$ cat src/rtl/clint_ctrl_if.sv
`default_nettype none
// =====================================================================
// clint_ctrl_if : CSR-file port bundle between clint_ctrl and the CSR
//                 register file (write port out, current CSR values in).
// Revision      : 1.0
// =====================================================================
interface clint_ctrl_if;
  logic        csr_we_o;
  logic [31:0] csr_waddr_o;
  logic [31:0] csr_wdata_o;
  logic [31:0] csr_raddr_o;
  logic [31:0] csr_mtvec_i;
  logic [31:0] csr_mepc_i;
  logic [31:0] csr_mstatus_i;
  logic        global_int_en_i;

  modport master (
    output csr_we_o, csr_waddr_o, csr_wdata_o, csr_raddr_o,
    input  csr_mtvec_i, csr_mepc_i, csr_mstatus_i, global_int_en_i
  );

  modport slave (
    input  csr_we_o, csr_waddr_o, csr_wdata_o, csr_raddr_o,
    output csr_mtvec_i, csr_mepc_i, csr_mstatus_i, global_int_en_i
  );
endinterface
`default_nettype wire

$ cat src/rtl/clint_ctrl.sv
`default_nettype none
// =====================================================================
// clint_ctrl : trap/MRET sequencer; writes mepc, mcause, (mtval), mstatus
//              one per cycle, then redirects the PC. Option: CLINT_MTVAL_EN
// Revision   : 1.0
// =====================================================================
module clint_ctrl #(
  parameter int INT_W = 8
) (
  input  wire logic             clk,
  input  wire logic             rst,
  input  wire logic [INT_W-1:0] int_flag_i,
  input  wire logic [31:0]      inst_i,
  input  wire logic [31:0]      inst_addr_i,
  input  wire logic             ex_jump_flag_i,
  input  wire logic [31:0]      ex_jump_addr_i,
  clint_ctrl_if.master          csr_if,
  output logic                  hold_flag_o,
  output logic                  int_assert_o,
  output logic [31:0]           int_addr_o
);

  localparam logic [31:0] C_INST_ECALL  = 32'h0000_0073;
  localparam logic [31:0] C_INST_EBREAK = 32'h0010_0073;
  localparam logic [31:0] C_INST_MRET   = 32'h3020_0073;
  localparam logic [11:0] C_CSR_MEPC    = 12'h341;
  localparam logic [11:0] C_CSR_MCAUSE  = 12'h342;
  localparam logic [11:0] C_CSR_MTVAL   = 12'h343;
  localparam logic [11:0] C_CSR_MSTATUS = 12'h300;

  typedef enum logic [2:0] {
    S_IDLE        = 3'd0,
    S_MEPC        = 3'd1,
    S_MCAUSE      = 3'd2,
`ifdef CLINT_MTVAL_EN
    S_MTVAL       = 3'd3,
`endif
    S_MSTATUS     = 3'd4,
    S_ASSERT      = 3'd5,
    S_MRET        = 3'd6,
    S_MRET_ASSERT = 3'd7
  } state_e;

  state_e      state_q, state_d;
  logic [31:0] pc_q, pc_d;
  logic [31:0] cause_q, cause_d;
`ifdef CLINT_MTVAL_EN
  logic [31:0] tval_q, tval_d;
`endif
  logic        csr_we_q, csr_we_d;
  logic [11:0] csr_waddr_q, csr_waddr_d;
  logic        int_assert_q, int_assert_d;
  logic [31:0] int_addr_q, int_addr_d;

  logic        w_ecall, w_ebreak, w_mret, w_irq;
  logic [31:0] w_wdata;
  logic [31:0] w_mst;

  assign w_ecall  = (inst_i == C_INST_ECALL);
  assign w_ebreak = (inst_i == C_INST_EBREAK);
  assign w_mret   = (inst_i == C_INST_MRET);
  assign w_irq    = csr_if.global_int_en_i && (|int_flag_i);
  assign w_mst    = csr_if.csr_mstatus_i;

  always_comb begin
    state_d      = state_q;
    pc_d         = pc_q;
    cause_d      = cause_q;
`ifdef CLINT_MTVAL_EN
    tval_d       = tval_q;
`endif
    csr_we_d     = 1'b0;
    csr_waddr_d  = 12'h000;
    int_assert_d = 1'b0;
    int_addr_d   = 32'h0;
    case (state_q)
      S_IDLE: begin
        // Sync events outrank the interrupt, which simply stays pending.
        if (w_ecall || w_ebreak) begin
          state_d     = S_MEPC;
          pc_d        = inst_addr_i;
          cause_d     = w_ecall ? 32'd11 : 32'd3;
`ifdef CLINT_MTVAL_EN
          tval_d      = inst_i;
`endif
          csr_we_d    = 1'b1;
          csr_waddr_d = C_CSR_MEPC;
        end else if (w_mret) begin
          state_d     = S_MRET;
          csr_we_d    = 1'b1;
          csr_waddr_d = C_CSR_MSTATUS;
        end else if (w_irq) begin
          state_d     = S_MEPC;
          pc_d        = ex_jump_flag_i ? ex_jump_addr_i : inst_addr_i;
          cause_d     = int_flag_i[0] ? 32'h8000_0007 : 32'h8000_000B;
`ifdef CLINT_MTVAL_EN
          tval_d      = 32'h0;
`endif
          csr_we_d    = 1'b1;
          csr_waddr_d = C_CSR_MEPC;
        end
      end
      S_MEPC: begin
        state_d     = S_MCAUSE;
        csr_we_d    = 1'b1;
        csr_waddr_d = C_CSR_MCAUSE;
      end
      S_MCAUSE: begin
`ifdef CLINT_MTVAL_EN
        state_d     = S_MTVAL;
        csr_waddr_d = C_CSR_MTVAL;
`else
        state_d     = S_MSTATUS;
        csr_waddr_d = C_CSR_MSTATUS;
`endif
        csr_we_d    = 1'b1;
      end
`ifdef CLINT_MTVAL_EN
      S_MTVAL: begin
        state_d     = S_MSTATUS;
        csr_we_d    = 1'b1;
        csr_waddr_d = C_CSR_MSTATUS;
      end
`endif
      S_MSTATUS: begin
        state_d      = S_ASSERT;
        int_assert_d = 1'b1;
        int_addr_d   = csr_if.csr_mtvec_i;
      end
      S_MRET: begin
        state_d      = S_MRET_ASSERT;
        int_assert_d = 1'b1;
        int_addr_d   = csr_if.csr_mepc_i;
      end
      default: state_d = S_IDLE;
    endcase
  end

  // mstatus data is formed from the live CSR value inside the write state itself.
  always_comb begin
    w_wdata = 32'h0;
    case (state_q)
      S_MEPC:    w_wdata = pc_q;
      S_MCAUSE:  w_wdata = cause_q;
`ifdef CLINT_MTVAL_EN
      S_MTVAL:   w_wdata = tval_q;
`endif
      S_MSTATUS: w_wdata = {w_mst[31:8], w_mst[3], w_mst[6:4], 1'b0, w_mst[2:0]};
      S_MRET:    w_wdata = {w_mst[31:8], 1'b1, w_mst[6:4], w_mst[7], w_mst[2:0]};
      default:   w_wdata = 32'h0;
    endcase
  end

  always_ff @(posedge clk or negedge rst) begin
    if (!rst) begin
      state_q      <= S_IDLE;
      pc_q         <= 32'h0;
      cause_q      <= 32'h0;
`ifdef CLINT_MTVAL_EN
      tval_q       <= 32'h0;
`endif
      csr_we_q     <= 1'b0;
      csr_waddr_q  <= 12'h000;
      int_assert_q <= 1'b0;
      int_addr_q   <= 32'h0;
    end else begin
      state_q      <= state_d;
      pc_q         <= pc_d;
      cause_q      <= cause_d;
`ifdef CLINT_MTVAL_EN
      tval_q       <= tval_d;
`endif
      csr_we_q     <= csr_we_d;
      csr_waddr_q  <= csr_waddr_d;
      int_assert_q <= int_assert_d;
      int_addr_q   <= int_addr_d;
    end
  end

  assign hold_flag_o        = (state_q != S_IDLE) || w_ecall || w_ebreak || w_mret || w_irq;
  assign int_assert_o       = int_assert_q;
  assign int_addr_o         = int_addr_q;
  assign csr_if.csr_we_o    = csr_we_q;
  assign csr_if.csr_waddr_o = {20'h0, csr_waddr_q};
  assign csr_if.csr_wdata_o = w_wdata;
  assign csr_if.csr_raddr_o = 32'h0;

endmodule
`default_nettype wire

$ cat src/flat_wrapper.sv
// flat-port wrapper written by rule: the top's interface ports become plain ports
module clint_ctrl_flat 
#(
  parameter int INT_W = 8
)
  (clk, rst, int_flag_i, inst_i, inst_addr_i, ex_jump_flag_i, ex_jump_addr_i, hold_flag_o, int_assert_o, int_addr_o, csr_if_csr_we_o, csr_if_csr_waddr_o, csr_if_csr_wdata_o, csr_if_csr_raddr_o, csr_if_csr_mtvec_i, csr_if_csr_mepc_i, csr_if_csr_mstatus_i, csr_if_global_int_en_i);
  clint_ctrl_if csr_if_i ();
  input  wire logic clk;
  input  wire logic rst;
  input  wire logic [INT_W-1:0] int_flag_i;
  input  wire logic [31:0] inst_i;
  input  wire logic [31:0] inst_addr_i;
  input  wire logic ex_jump_flag_i;
  input  wire logic [31:0] ex_jump_addr_i;
  output logic hold_flag_o;
  output logic int_assert_o;
  output logic [31:0] int_addr_o;
  output wire logic [$bits(csr_if_i.csr_we_o)-1:0] csr_if_csr_we_o;
  output wire logic [$bits(csr_if_i.csr_waddr_o)-1:0] csr_if_csr_waddr_o;
  output wire logic [$bits(csr_if_i.csr_wdata_o)-1:0] csr_if_csr_wdata_o;
  output wire logic [$bits(csr_if_i.csr_raddr_o)-1:0] csr_if_csr_raddr_o;
  input wire logic [$bits(csr_if_i.csr_mtvec_i)-1:0] csr_if_csr_mtvec_i;
  input wire logic [$bits(csr_if_i.csr_mepc_i)-1:0] csr_if_csr_mepc_i;
  input wire logic [$bits(csr_if_i.csr_mstatus_i)-1:0] csr_if_csr_mstatus_i;
  input wire logic [$bits(csr_if_i.global_int_en_i)-1:0] csr_if_global_int_en_i;
  assign csr_if_csr_we_o = csr_if_i.csr_we_o;
  assign csr_if_csr_waddr_o = csr_if_i.csr_waddr_o;
  assign csr_if_csr_wdata_o = csr_if_i.csr_wdata_o;
  assign csr_if_csr_raddr_o = csr_if_i.csr_raddr_o;
  assign csr_if_i.csr_mtvec_i = csr_if_csr_mtvec_i;
  assign csr_if_i.csr_mepc_i = csr_if_csr_mepc_i;
  assign csr_if_i.csr_mstatus_i = csr_if_csr_mstatus_i;
  assign csr_if_i.global_int_en_i = csr_if_global_int_en_i;
  clint_ctrl #(.INT_W(INT_W)) u_core (.clk(clk), .rst(rst), .int_flag_i(int_flag_i), .inst_i(inst_i), .inst_addr_i(inst_addr_i), .ex_jump_flag_i(ex_jump_flag_i), .ex_jump_addr_i(ex_jump_addr_i), .csr_if(csr_if_i), .hold_flag_o(hold_flag_o), .int_assert_o(int_assert_o), .int_addr_o(int_addr_o));
endmodule
$ cat config.mk
export PLATFORM = sky130hd
export DESIGN_NAME = clint_ctrl_flat
export DESIGN_NICKNAME = d
export VERILOG_FILES = /design/src/rtl/clint_ctrl_if.sv /design/src/rtl/clint_ctrl.sv /design/src/flat_wrapper.sv
export SDC_FILE = /design/constraint.sdc
export NUM_CORES = 1
export LEC_CHECK = 0
export ABC_AREA = 0
export CAP_MARGIN = 30
export CORE_AREA = 2 2 131 133
export CTS_CLUSTER_SIZE = 30
export DETAILED_ROUTE_END_ITERATION = 10
export DIE_AREA = 0 0 133 135
export DONT_BUFFER_PORTS = 1
export SYNTH_ARGS = -nofsm -noshare
export SYNTH_HDL_FRONTEND = slang
export SYNTH_SLANG_ARGS = --single-unit
$ cat constraint.sdc
create_clock -name clk -period 4.5 [get_ports clk]
set_input_delay 1.125 -clock clk [delete_from_list [all_inputs] [get_ports clk]]
set_output_delay 1.125 -clock clk [all_outputs]
set_load 0.005 [all_outputs]
==> results.json <==
{
  "holdWs_ns": 0.4864,
  "power_density_mw_per_mm2": 598.2,
  "viasPerCell": 4.715,
  "antenna_left": 0,
  "cp.required_ns": 3.38,
  "drive_gt1_share_pct": 7.115,
  "setup_viol": 0,
  "hold_viol_final": 0,
  "syn_area_per_cell_um2": 8.689,
  "cp-start-kind": "input pin",
  "fmax_mhz": 304.3,
  "layout_common_cells": "nand2_1 (141), dfrtp_1 (75), conb_1 (59)",
  "vias": 3428,
  "setup_slack_ns": 1.214,
  "finalSetupTns_ns": 0,
  "crit_arrival_ns": 2.16,
  "synth-seq-cells": 76,
  "row_count": 47,
  "numCtsBuffers": 9,
  "worst_pin_slew_ns": 0.6534,
  "yosys_warnings": 0,
  "p_total_mw": 2.916,
  "die_y_um": 135,
  "post_cts_buffers": 0,
  "grt_overflow": 0,
  "firstDrtPassIters": 4,
  "ctsResizeCount": 0,
  "seq_area_frac_synth_pct": 42.01,
  "clockBufferDepth": 2,
  "die-area_mm2": 0.01796,
  "drc_errors": 0,
  "path_max_fanout": 20,
  "critPathCaptureType": "output port",
  "syn-cell-area_mm2": 0.004527,
  "maxCapViolCount": 0,
  "num-nets-final": 706,
  "track_usage_pct": 15.23,
  "grt_pass1_wl_um": 20070,
  "start_util_pct": 27.59,
  "routed_wirelength_um": 14100,
  "root_buffer": "clkbuf_16",
  "critPathKind": "input pin to output port",
  "grt_setup_unrepaired": "no",
  "grt_max_degree": 77,
  "relSlewSlack_pct": 56.33,
  "synthCells": 521,
  "cts_tree": "done",
  "min_path_type": "input pin to async pin",
  "ys.flop_type": "dfrtp_1",
  "place_hpwl_um": 10920,
  "synth_edf_count": 0,
  "path_clk_slew_ns": 0.06,
  "status": "completed",
  "drv_slew": 0,
  "post_drt_wl_per_cell_um": 19.39,
  "area_growth_pct": 7.684,
  "io_pins": 335,
  "dr.first_iter.drc_count": 111,
  "synthArstFlopShare_pct": 100.0,
  "design.core.area_mm2": 0.01641,
  "dp_slack_ns": 1.202,
  "total_leakage_power_nw": 2.406,
  "gp_routability_congestion": 0.8177,
  "timing.final.crit_period_ns": 3.286,
  "synth_cell_types": 36,
  "ir_worst_vdd_mv": 0.2201,
  "die_x_um": 133,
  "postCtsHoldBufs": 0,
  "fin_skew_ns": 0.005883,
  "clock_latency_ns": 0.34,
  "cts-htree-levels": 3,
  "port_buffers": 0,
  "finalCritPeriodShare_pct": 73.02,
  "grt_pass1_vias": 3352,
  "final_common_cell": "nand2_1",
  "antenna_found_initial": 1,
  "cts_num_sinks": 76
}
kinds of logic (layout without fill, tap and decap cells):
group / Yosys count / in the layout / synth area share (%)
flip-flops: 76 / 76 / 42.01
AND/OR/NAND/NOR: 198 / 198 / 18.55
AO/OA/AOI/OAI: 78 / 78 / 14.32
buffers and inverters: 132 / 59 / 17.00
multiplexers: 36 / 36 / 8.043
other: 1 / 60 / 0.08284
layout make-up:
| class | instances | area [µm²] |
|---|---|---|
| Inverter | 35 | 131.4 |
| Antenna cell | 1 | 2.502 |
| Clock buffer | 11 | 242.7 |
| Tap cell | 220 | 275.3 |
| Sequential cell | 76 | 1903 |
| Multi-Input combinational cell | 371 | 2117 |
| Fill cell | 1741 | 11530 |
| Clock inverter | 4 | 75.07 |
| Timing Repair Buffer | 9 | 127.6 |
power breakdown:
part / leakage [nW] / internal [mW] / total [mW] / switching (mW)
logic: 1.33 / 0.404 / 1.01 / 0.605
clock network: 0.148 / 0.498 / 0.782 / 0.284
registers: 0.930 / 0.944 / 1.13 / 0.181
state kept, by name (all words and copies together), names as in the netlist:
| register | count |
|---|---|
| u_core.csr_waddr_q | 4 |
| u_core.state_q | 3 |
| u_core.int_assert_o | 1 |
| u_core.int_addr_o | 32 |
| u_core.cause_q | 4 |
| u_core.pc_q | 32 |
path summary, 6_finish.rpt:
| check | slack (ns) | endpoint | depth (start not counted) | start |
|---|---|---|---|---|
| worst max-delay path | 1.21 | hold_flag_o | 3 | int_flag_i[5] |
| worst min-delay path | 0.49 | u_core.pc_q[16] | 0 | rst |
| worst max register to register | 2.29 | u_core.cause_q[2] | 7 | u_core.state_q[1] |
| worst min register to register | 0.49 | u_core.cause_q[2] | 1 | u_core.cause_q[2] |
| max in group asynchronous | 3.84 | u_core.int_addr_o[17] | 0 | rst |
| min in group clk | 0.49 | u_core.cause_q[2] | 1 | u_core.cause_q[2] |
metrics by stage:
stage	instances	util [%]	area [µm²]
detailed placement	711	27.76	4554
global placement	708	27.26	4472
CTS	726	29.70	4872
global route	726	29.70	4872
finish	727	29.71	4875
floorplan	579	-	4745
layer usage:
layer  global-route usage (%)  routed length [µm]  vias to the layer above
li1                         -                   -                     1598
met1                    17.91                5694                     1623
met2                    25.42                6947                      190
met3                    4.842                1153                       17
met4                    7.049                 301                        0
met5                        0                   0                        -
critical path: stages:
cell and delay, ns:
nor4_1 0.44, a21boi_4 0.28, a211o_1 0.31
cell usage after synthesis (5+ instances only):
library cell	count	area, µm²
a22o_1	26	227.7
inv_1	35	131.4
o21ai_0	5	25.02
nor4_1	5	31.28
dfrtp_1	76	1902
clkbuf_1	21	78.83
nand2_1	141	529.3
buf_4	62	465.5
mux2i_1	33	330.3
buf_2	9	45.04
nor2_1	34	127.6
a32oi_1	32	280.3
Power figures use the tool's default switching activity.
